## src/rtl/csi2_frame_sequencer_pkg.sv

```systemverilog
`default_nettype none
// +--------------------------------------------------------------------------+
// | csi2_frame_sequencer_pkg                                                  |
// | Data-type codes, sequencer state encoding and beat-count helper.          |
// | Rev 1.0 - initial release                                                |
// +--------------------------------------------------------------------------+
package csi2_frame_sequencer_pkg;

    localparam logic [5:0] DT_FS       = 6'h00;
    localparam logic [5:0] DT_FE       = 6'h01;
    localparam logic [5:0] DT_LS       = 6'h02;
    localparam logic [5:0] DT_LE       = 6'h03;
    localparam logic [5:0] DT_LONG_MIN = 6'h10;
    localparam logic [5:0] DT_RAW8     = 6'h2A;
    localparam logic [5:0] DT_RAW10    = 6'h2B;
    localparam logic [5:0] DT_RAW12    = 6'h2C;

    localparam logic [2:0] c_ST_IDLE     = 3'd0;
    localparam logic [2:0] c_ST_WAIT_FS  = 3'd1;
    localparam logic [2:0] c_ST_IN_FRAME = 3'd2;
    localparam logic [2:0] c_ST_IN_LINE  = 3'd3;
    localparam logic [2:0] c_ST_SKIP     = 3'd4;

    typedef enum logic [2:0] {
        IDLE     = c_ST_IDLE,
        WAIT_FS  = c_ST_WAIT_FS,
        IN_FRAME = c_ST_IN_FRAME,
        IN_LINE  = c_ST_IN_LINE,
        SKIP     = c_ST_SKIP
    } state_t;

    // ceil(wc / lanes) for lanes in {1,2,4}; 17-bit sum keeps wc=0xFFFF exact
    function automatic logic [15:0] f_ceil_beats(input logic [15:0] wc, input int lanes);
        logic [16:0] sum;
        sum = {1'b0, wc} + 17'(lanes - 1);
        case (lanes)
            1:       return sum[15:0];
            2:       return sum[16:1];
            default: return {1'b0, sum[16:2]};
        endcase
    endfunction

endpackage
`default_nettype wire

```

## src/rtl/csi2_frame_sequencer_if.sv

```systemverilog
`default_nettype none
// +--------------------------------------------------------------------------+
// | csi2_frame_sequencer_if                                                   |
// | Decoded packet-header and payload-beat bus from the header capture.       |
// | Rev 1.0 - initial release                                                |
// +--------------------------------------------------------------------------+
interface csi2_frame_sequencer_if;
    logic        hdr_vld;
    logic [1:0]  hdr_vc;
    logic [5:0]  hdr_dt;
    logic [15:0] hdr_wc;
    logic        hdr_err;
    logic        payload_vld;

    modport master (output hdr_vld, hdr_vc, hdr_dt, hdr_wc, hdr_err, payload_vld);
    modport slave  (input  hdr_vld, hdr_vc, hdr_dt, hdr_wc, hdr_err, payload_vld);
endinterface
`default_nettype wire

```

## src/rtl/csi2_frame_sequencer_watchdog.sv

```systemverilog
`default_nettype none
// +--------------------------------------------------------------------------+
// | csi2_frame_sequencer_watchdog                                             |
// | Idle-cycle counter; pulses o_tc on the TIMEOUT-th consecutive idle cycle. |
// | Rev 1.0 - initial release                                                |
// +--------------------------------------------------------------------------+
module csi2_frame_sequencer_watchdog #(
    parameter int TIMEOUT = 65535
) (
    input  wire  clk,
    input  wire  rst,
    input  wire  i_clear,
    input  wire  i_enable,
    output logic o_tc
);

    localparam logic [15:0] c_TERMINAL = 16'(TIMEOUT - 1);

    logic [15:0] r_cnt;

    assign o_tc = i_enable && !i_clear && (r_cnt == c_TERMINAL);

    always_ff @(posedge clk) begin
        if (rst || i_clear || !i_enable || o_tc) begin
            r_cnt <= 16'd0;
        end else begin
            r_cnt <= r_cnt + 16'd1;
        end
    end

endmodule
`default_nettype wire

```

## src/rtl/csi2_frame_sequencer.sv

```systemverilog
`default_nettype none
// +--------------------------------------------------------------------------+
// | csi2_frame_sequencer                                                      |
// | CSI-2 frame/line sequencer: fv/lv capture gating, counters, error flags.  |
// | Rev 1.0 - initial release                                                |
// +--------------------------------------------------------------------------+
module csi2_frame_sequencer
    import csi2_frame_sequencer_pkg::*;
#(
    parameter int LANES   = 4,
    parameter int TIMEOUT = 65535
) (
    input  wire                   clk,
    input  wire                   rst,
    input  wire                   enable,
    input  wire  [1:0]            cfg_vc,
    input  wire  [5:0]            cfg_dt,
    input  wire  [15:0]           cfg_wc,
    input  wire  [15:0]           cfg_lines,
    input  wire                   err_clr,
    csi2_frame_sequencer_if.slave bus,
    output logic                  fv,
    output logic                  lv,
    output logic [15:0]           line_cnt,
    output logic [15:0]           frame_cnt,
    output logic                  err_ecc,
    output logic                  err_wc,
    output logic                  err_trunc,
    output logic                  err_lines,
    output logic                  err_tmo
);

    state_t      r_state, w_state_nxt, w_park;
    logic [15:0] r_beats, w_beats_nxt, w_hdr_beats;
    logic [15:0] r_line_cnt, r_frame_cnt;
    logic        r_fv, r_lv;
    logic [4:0]  r_err, w_err_set;
    logic        w_hdr_ok, w_wc_match, w_in_frame_st, w_wdog_tc;
    logic        w_proc, w_frame_start, w_line_done;
    logic        w_set_wc, w_set_trunc, w_set_lines;

    assign w_hdr_ok      = bus.hdr_vld && !bus.hdr_err && (bus.hdr_vc == cfg_vc);
    assign w_wc_match    = (cfg_wc == 16'd0) || (bus.hdr_wc == cfg_wc);
    assign w_hdr_beats   = f_ceil_beats(bus.hdr_wc, LANES);
    assign w_in_frame_st = (r_state == IN_FRAME) || (r_state == IN_LINE) || (r_state == SKIP);

    csi2_frame_sequencer_watchdog #(
        .TIMEOUT (TIMEOUT)
    ) u_watchdog (
        .clk      (clk),
        .rst      (rst),
        .i_clear  (bus.hdr_vld || bus.payload_vld),
        .i_enable (w_in_frame_st),
        .o_tc     (w_wdog_tc)
    );

    always_comb begin
        w_state_nxt   = r_state;
        w_beats_nxt   = r_beats;
        w_park        = enable ? WAIT_FS : IDLE;
        w_proc        = 1'b0;
        w_frame_start = 1'b0;
        w_line_done   = 1'b0;
        w_set_wc      = 1'b0;
        w_set_trunc   = 1'b0;
        w_set_lines   = 1'b0;

        case (r_state)
            IDLE: begin
                if (enable) w_state_nxt = WAIT_FS;
            end
            WAIT_FS: begin
                if (!enable) begin
                    w_state_nxt = IDLE;
                end else if (w_hdr_ok && (bus.hdr_dt == DT_FS)) begin
                    w_state_nxt   = IN_FRAME;
                    w_frame_start = 1'b1;
                end
            end
            IN_FRAME: begin
                w_proc = w_hdr_ok;
            end
            IN_LINE, SKIP: begin
                // A header before the last beat aborts the line, then is handled as in IN_FRAME
                if (w_hdr_ok) begin
                    w_set_trunc = 1'b1;
                    w_state_nxt = IN_FRAME;
                    w_beats_nxt = 16'd0;
                    w_proc      = 1'b1;
                end else if (bus.payload_vld) begin
                    w_beats_nxt = r_beats - 16'd1;
                    if (r_beats == 16'd1) begin
                        w_state_nxt = IN_FRAME;
                        w_line_done = (r_state == IN_LINE);
                    end
                end
            end
            default: w_state_nxt = IDLE;
        endcase

        if (w_proc) begin
            if (bus.hdr_dt == DT_FE) begin
                w_state_nxt = w_park;
                w_set_lines = (cfg_lines != 16'd0) && (r_line_cnt != cfg_lines);
            end else if (bus.hdr_dt >= DT_LONG_MIN) begin
                w_beats_nxt = w_hdr_beats;
                w_set_wc    = (bus.hdr_dt == cfg_dt) && !w_wc_match;
                if (w_hdr_beats == 16'd0) begin
                    w_state_nxt = IN_FRAME;
                end else if ((bus.hdr_dt == cfg_dt) && w_wc_match) begin
                    w_state_nxt = IN_LINE;
                end else begin
                    w_state_nxt = SKIP;
                end
            end
        end

        if (w_wdog_tc) begin
            w_state_nxt = w_park;
            w_beats_nxt = 16'd0;
        end
    end

    assign w_err_set = {bus.hdr_vld && bus.hdr_err, w_set_wc, w_set_trunc, w_set_lines, w_wdog_tc};

    always_ff @(posedge clk) begin
        if (rst) begin
            r_state     <= IDLE;
            r_beats     <= 16'd0;
            r_fv        <= 1'b0;
            r_lv        <= 1'b0;
            r_line_cnt  <= 16'd0;
            r_frame_cnt <= 16'd0;
            r_err       <= 5'd0;
        end else begin
            r_state <= w_state_nxt;
            r_beats <= w_beats_nxt;
            r_fv    <= (w_state_nxt == IN_FRAME) || (w_state_nxt == IN_LINE) || (w_state_nxt == SKIP);
            r_lv    <= (w_state_nxt == IN_LINE);
            if (w_frame_start) begin
                r_frame_cnt <= r_frame_cnt + 16'd1;
                r_line_cnt  <= 16'd0;
            end else if (w_line_done && (r_line_cnt != 16'hFFFF)) begin
                r_line_cnt <= r_line_cnt + 16'd1;
            end
            // A new error in the clear cycle wins
            r_err <= w_err_set | (r_err & ~{5{err_clr}});
        end
    end

    assign fv        = r_fv;
    assign lv        = r_lv;
    assign line_cnt  = r_line_cnt;
    assign frame_cnt = r_frame_cnt;
    assign err_ecc   = r_err[4];
    assign err_wc    = r_err[3];
    assign err_trunc = r_err[2];
    assign err_lines = r_err[1];
    assign err_tmo   = r_err[0];

endmodule
`default_nettype wire

```

## src/flat_wrapper.sv

```systemverilog
// flat-port wrapper written by rule: the top's interface ports become plain ports
module csi2_frame_sequencer_flat import csi2_frame_sequencer_pkg::*;
#(
    parameter int LANES   = 4,
    parameter int TIMEOUT = 65535
)
  (clk, rst, enable, cfg_vc, cfg_dt, cfg_wc, cfg_lines, err_clr, fv, lv, line_cnt, frame_cnt, err_ecc, err_wc, err_trunc, err_lines, err_tmo, bus_hdr_vld, bus_hdr_vc, bus_hdr_dt, bus_hdr_wc, bus_hdr_err, bus_payload_vld);
  csi2_frame_sequencer_if bus_i ();
  input  wire clk;
  input  wire rst;
  input  wire enable;
  input  wire  [1:0] cfg_vc;
  input  wire  [5:0] cfg_dt;
  input  wire  [15:0] cfg_wc;
  input  wire  [15:0] cfg_lines;
  input  wire err_clr;
  output logic fv;
  output logic lv;
  output logic [15:0] line_cnt;
  output logic [15:0] frame_cnt;
  output logic err_ecc;
  output logic err_wc;
  output logic err_trunc;
  output logic err_lines;
  output logic err_tmo;
  input wire logic [$bits(bus_i.hdr_vld)-1:0] bus_hdr_vld;
  input wire logic [$bits(bus_i.hdr_vc)-1:0] bus_hdr_vc;
  input wire logic [$bits(bus_i.hdr_dt)-1:0] bus_hdr_dt;
  input wire logic [$bits(bus_i.hdr_wc)-1:0] bus_hdr_wc;
  input wire logic [$bits(bus_i.hdr_err)-1:0] bus_hdr_err;
  input wire logic [$bits(bus_i.payload_vld)-1:0] bus_payload_vld;
  assign bus_i.hdr_vld = bus_hdr_vld;
  assign bus_i.hdr_vc = bus_hdr_vc;
  assign bus_i.hdr_dt = bus_hdr_dt;
  assign bus_i.hdr_wc = bus_hdr_wc;
  assign bus_i.hdr_err = bus_hdr_err;
  assign bus_i.payload_vld = bus_payload_vld;
  csi2_frame_sequencer #(.LANES(LANES), .TIMEOUT(TIMEOUT)) u_core (.clk(clk), .rst(rst), .enable(enable), .cfg_vc(cfg_vc), .cfg_dt(cfg_dt), .cfg_wc(cfg_wc), .cfg_lines(cfg_lines), .err_clr(err_clr), .bus(bus_i), .fv(fv), .lv(lv), .line_cnt(line_cnt), .frame_cnt(frame_cnt), .err_ecc(err_ecc), .err_wc(err_wc), .err_trunc(err_trunc), .err_lines(err_lines), .err_tmo(err_tmo));
endmodule
```

## config.mk

```make
export PLATFORM = sky130hd
export DESIGN_NAME = csi2_frame_sequencer_flat
export DESIGN_NICKNAME = d
export VERILOG_FILES = /design/src/rtl/csi2_frame_sequencer_pkg.sv /design/src/rtl/csi2_frame_sequencer_if.sv /design/src/rtl/csi2_frame_sequencer_watchdog.sv /design/src/rtl/csi2_frame_sequencer.sv /design/src/flat_wrapper.sv
export SDC_FILE = /design/constraint.sdc
export NUM_CORES = 1
export LEC_CHECK = 0
export CAP_MARGIN = 20
export CORE_ASPECT_RATIO = 1.2
export CORE_MARGIN = 5
export CORE_UTILIZATION = 45
export DETAILED_ROUTE_END_ITERATION = 6
export PLACE_DENSITY = 0.77
export SLEW_MARGIN = 20
export SYNTH_ARGS = -nofsm -noshare
export SYNTH_HDL_FRONTEND = slang
export SYNTH_SLANG_ARGS = --single-unit
```

## constraint.sdc

```tcl
create_clock -name clk -period 2.1 [get_ports clk]
set_clock_uncertainty 0.15 [all_clocks]
set_input_delay 0.315 -clock clk [delete_from_list [all_inputs] [get_ports clk]]
set_output_delay 0.315 -clock clk [all_outputs]
set_load 0.005 [all_outputs]
```

==> flow_summary.json <==
{
  "maxCapViolCount": 0,
  "critPathMaxFanout": 9,
  "clock_sinks": 74,
  "hold_viol_final": 0,
  "cts_tree": "yes",
  "synth_edf_count": 0,
  "intPower_mw": 2.57,
  "groute.usage.overall": 0.240,
  "grt_pass1_vias": 5348,
  "final_cell_count_no_fill": 898,
  "multi_input_area_um2": 3260,
  "synth_nets": 626,
  "p_switching_mw": 0.800,
  "num_antenna_cells": 0,
  "grt-ovfl-total": 0,
  "sw_frac_of_total": 0.238,
  "syn-cell-area_um2": 4490,
  "io_pins": 110,
  "ant_nets": 0,
  "synthTopCellsByArea": "dfxtp_1 33%, xor2_1 9.4%, xnor2_1 6.2%, a21oi_1 4.1%, nor4_1 4.0%",
  "required_ns": 2.22,
  "syn_to_final_growth_pct": 62.5,
  "yosys.area.top_type": "dfxtp_1",
  "synth_async_sr_flop_share": 0,
  "power.leakage_nw": 2.65,
  "critical_path_class": "reg -> reg",
  "final_util": 0.736,
  "coreArea_um2": 9910,
  "yosys_warnings": 0,
  "gp_congestion": 0.979,
  "ys_ff_latch": 74,
  "fillCellCount": 682,
  "rsz0062_at_grt": "yes",
  "drive_above_1_share": 0.262,
  "dr_total_vias": 5182,
  "outcome": "complete, but fails checks",
  "crit_path_end_kind": "register",
  "peakVddDrop_mv": 0.392,
  "final_common_cell": "clkdlybuf4s50_1",
  "initial_utilization": 0.453,
  "fmax_ghz": 0.428,
  "viasPerCell": 5.77,
  "drt-wirelength-per-cell_um": 16.9,
  "maxSlewHeadroom": 0.709,
  "tightest_slew_ns": 0.433,
  "fin_setup_tns_ns": -3.39,
  "nets": 844,
  "port_buffers": 109,
  "worstPathArrival_ns": 2.45,
  "clock-root-buffer": "clkbuf_16",
  "h-tree-depth": 3,
  "ys_types": 55,
  "violations": "negative setup slack",
  "min_path_type": "reg -> reg",
  "start_kind": "register",
  "seq_area_um2": 1490,
  "pwr-share-clk": 0.460,
  "holdWs_ns": 0.330,
  "design_area_um2": 7300,
  "period_needed_ns": 2.34,
  "synth_top_area_frac": 0.330,
  "synth_area_per_cell_um2": 8.18,
  "seq_area_frac_synth": 0.330,
  "cts.reportedPaths.clkPinSlew_ns": 0.06,
  "antenna_found_initial": 0,
  "wl_um": 15200,
  "postSynthCellCount": 549,
  "die_y_um": 119,
  "grt_pass1_wl_um": 23600,
  "dp_cells": 864,
  "ys.flop_type": "dfxtp_1",
  "clockBufferDepth": 2,
  "finalSetupViolCount": 25,
  "die_w_um": 101,
  "period_share": 1.11,
  "combPwrFrac": 0.122,
  "drt_iter0_markers": 227,
  "pwr-share-seq": 0.418,
  "rows": 40,
  "final_cell_mix": "108 x clkdlybuf4s50_1, 104 x buf_4, 70 x dfxtp_1, 48 x xor2_1, 40 x nor2_1",
  "insertion_delay_ns": 0.34,
  "slew_viol_final": 0,
  "cellPowerDensity_nw_per_um2": 462,
  "place_area_um2": 6500,
  "dieArea_um2": 12100,
  "cts_inserted_buffers": 9,
  "drc": 0,
  "fin_ws_ns": -0.235,
  "dr.pass1.iters": 5,
  "ctsHoldBuffers": 0,
  "dp_hpwl_um": 10700,
  "grt_max_degree": 22
}
worst paths after layout:
kind         slack [ns]                         start  depth (start not counted)                               to
max               -0.24  u_core.r_beats[5]$_SDFF_PP0_                          7  u_core.line_cnt[4]$_SDFFE_PP0P_
min                0.33    u_core.r_err[4]$_SDFF_PP0_                          2       u_core.r_err[4]$_SDFF_PP0_
min reg2reg        0.33    u_core.r_err[4]$_SDFF_PP0_                          2       u_core.r_err[4]$_SDFF_PP0_
max reg2reg       -0.24  u_core.r_beats[5]$_SDFF_PP0_                          7  u_core.line_cnt[4]$_SDFFE_PP0P_
Yosys cell counts, drive strengths merged (7+ instances only):
| cell | n |
|---|---|
| xor2 | 48 |
| a21oi | 37 |
| nand3 | 23 |
| nand2b | 8 |
| nor4 | 31 |
| o31ai | 8 |
| clkbuf | 16 |
| nor2 | 41 |
| xnor2 | 32 |
| nand2 | 31 |
| inv | 11 |
| o21ai | 31 |
| or4 | 9 |
| or3 | 27 |
| nor3 | 9 |
| a31oi | 7 |
| dfxtp | 74 |
| or2 | 7 |
| nand4 | 27 |
layer usage:
layer	vias up	track usage	wire, um
met1	2451	0.252	5630
met4	0	0.118	564
met5	-	0	0
met2	201	0.437	8040
li1	2485	-	-
met3	45	0.0533	988
layout make-up:
| cell class | count | area share |
|---|---|---|
| sequential | 74 | 0.204 |
| multi-input combinational | 445 | 0.447 |
| clock buffer | 10 | 0.0314 |
| clock inverter | 6 | 0.00892 |
| inverter | 11 | 0.00566 |
| timing repair buffer | 226 | 0.281 |
| tap | 126 | 0.0216 |
registers in the layout (all words and copies together) (netlist names):
name                     count
u_core.frame_cnt            16
u_core.line_cnt             16
u_core.r_beats              16
u_core.u_watchdog.r_cnt     16
u_core.r_err                 5
u_core.r_state               3
u_core.fv                    1
u_core.lv                    1
cell families after synthesis:
family / Yosys count / share of synthesized area
adders and majority gates: 6 / 0.0167
muxes: 2 / 0.00446
DFF: 74 / 0.330
xor gates and xnor gates: 80 / 0.156
buffers and inverters: 30 / 0.0256
AOI/OAI and AO/OA: 116 / 0.163
and+or+nand+nor: 241 / 0.304
worst max-delay path, stage by stage (launching register included):
cell and delay [ns]:
dfxtp_2 0.32, or4_4 0.56, nor4_4 0.30, buf_4 0.20
nand4_1 0.09, buf_6 0.16, or3_4 0.34, a21oi_2 0.14
stage by stage:
| step | power [mW] | setup slack [ns] |
|---|---|---|
| 2_1_floorplan | 1.56 | -0.103 |
| 3_3_place_gp | 1.82 | -0.452 |
| 3_5_place_dp | 1.83 | -0.509 |
| 4_1_cts | 3.36 | -0.185 |
| 5_1_grt | 3.47 | -0.327 |
| 6_report | 3.37 | -0.235 |
power groups by stage:
stage                     clock [mW]  sequential (mW)  combinational [mW]
after floorplan                    0             1.44               0.124
after global placement             0             1.44               0.381
after detailed placement           0             1.44               0.389
after CTS                       1.56             1.41               0.397
after global routing            1.62             1.41               0.437
final                           1.55             1.41               0.411
timing repair:
item / CTS / global route
buffers inserted: 14 / 5
hold endpoints to repair: 0 / 0
setup endpoints to repair: 33 / 68
pin swaps: 19 / 26
gates resized for setup: 34 / 50
Note: power is estimated with default switching activity, not from simulation.
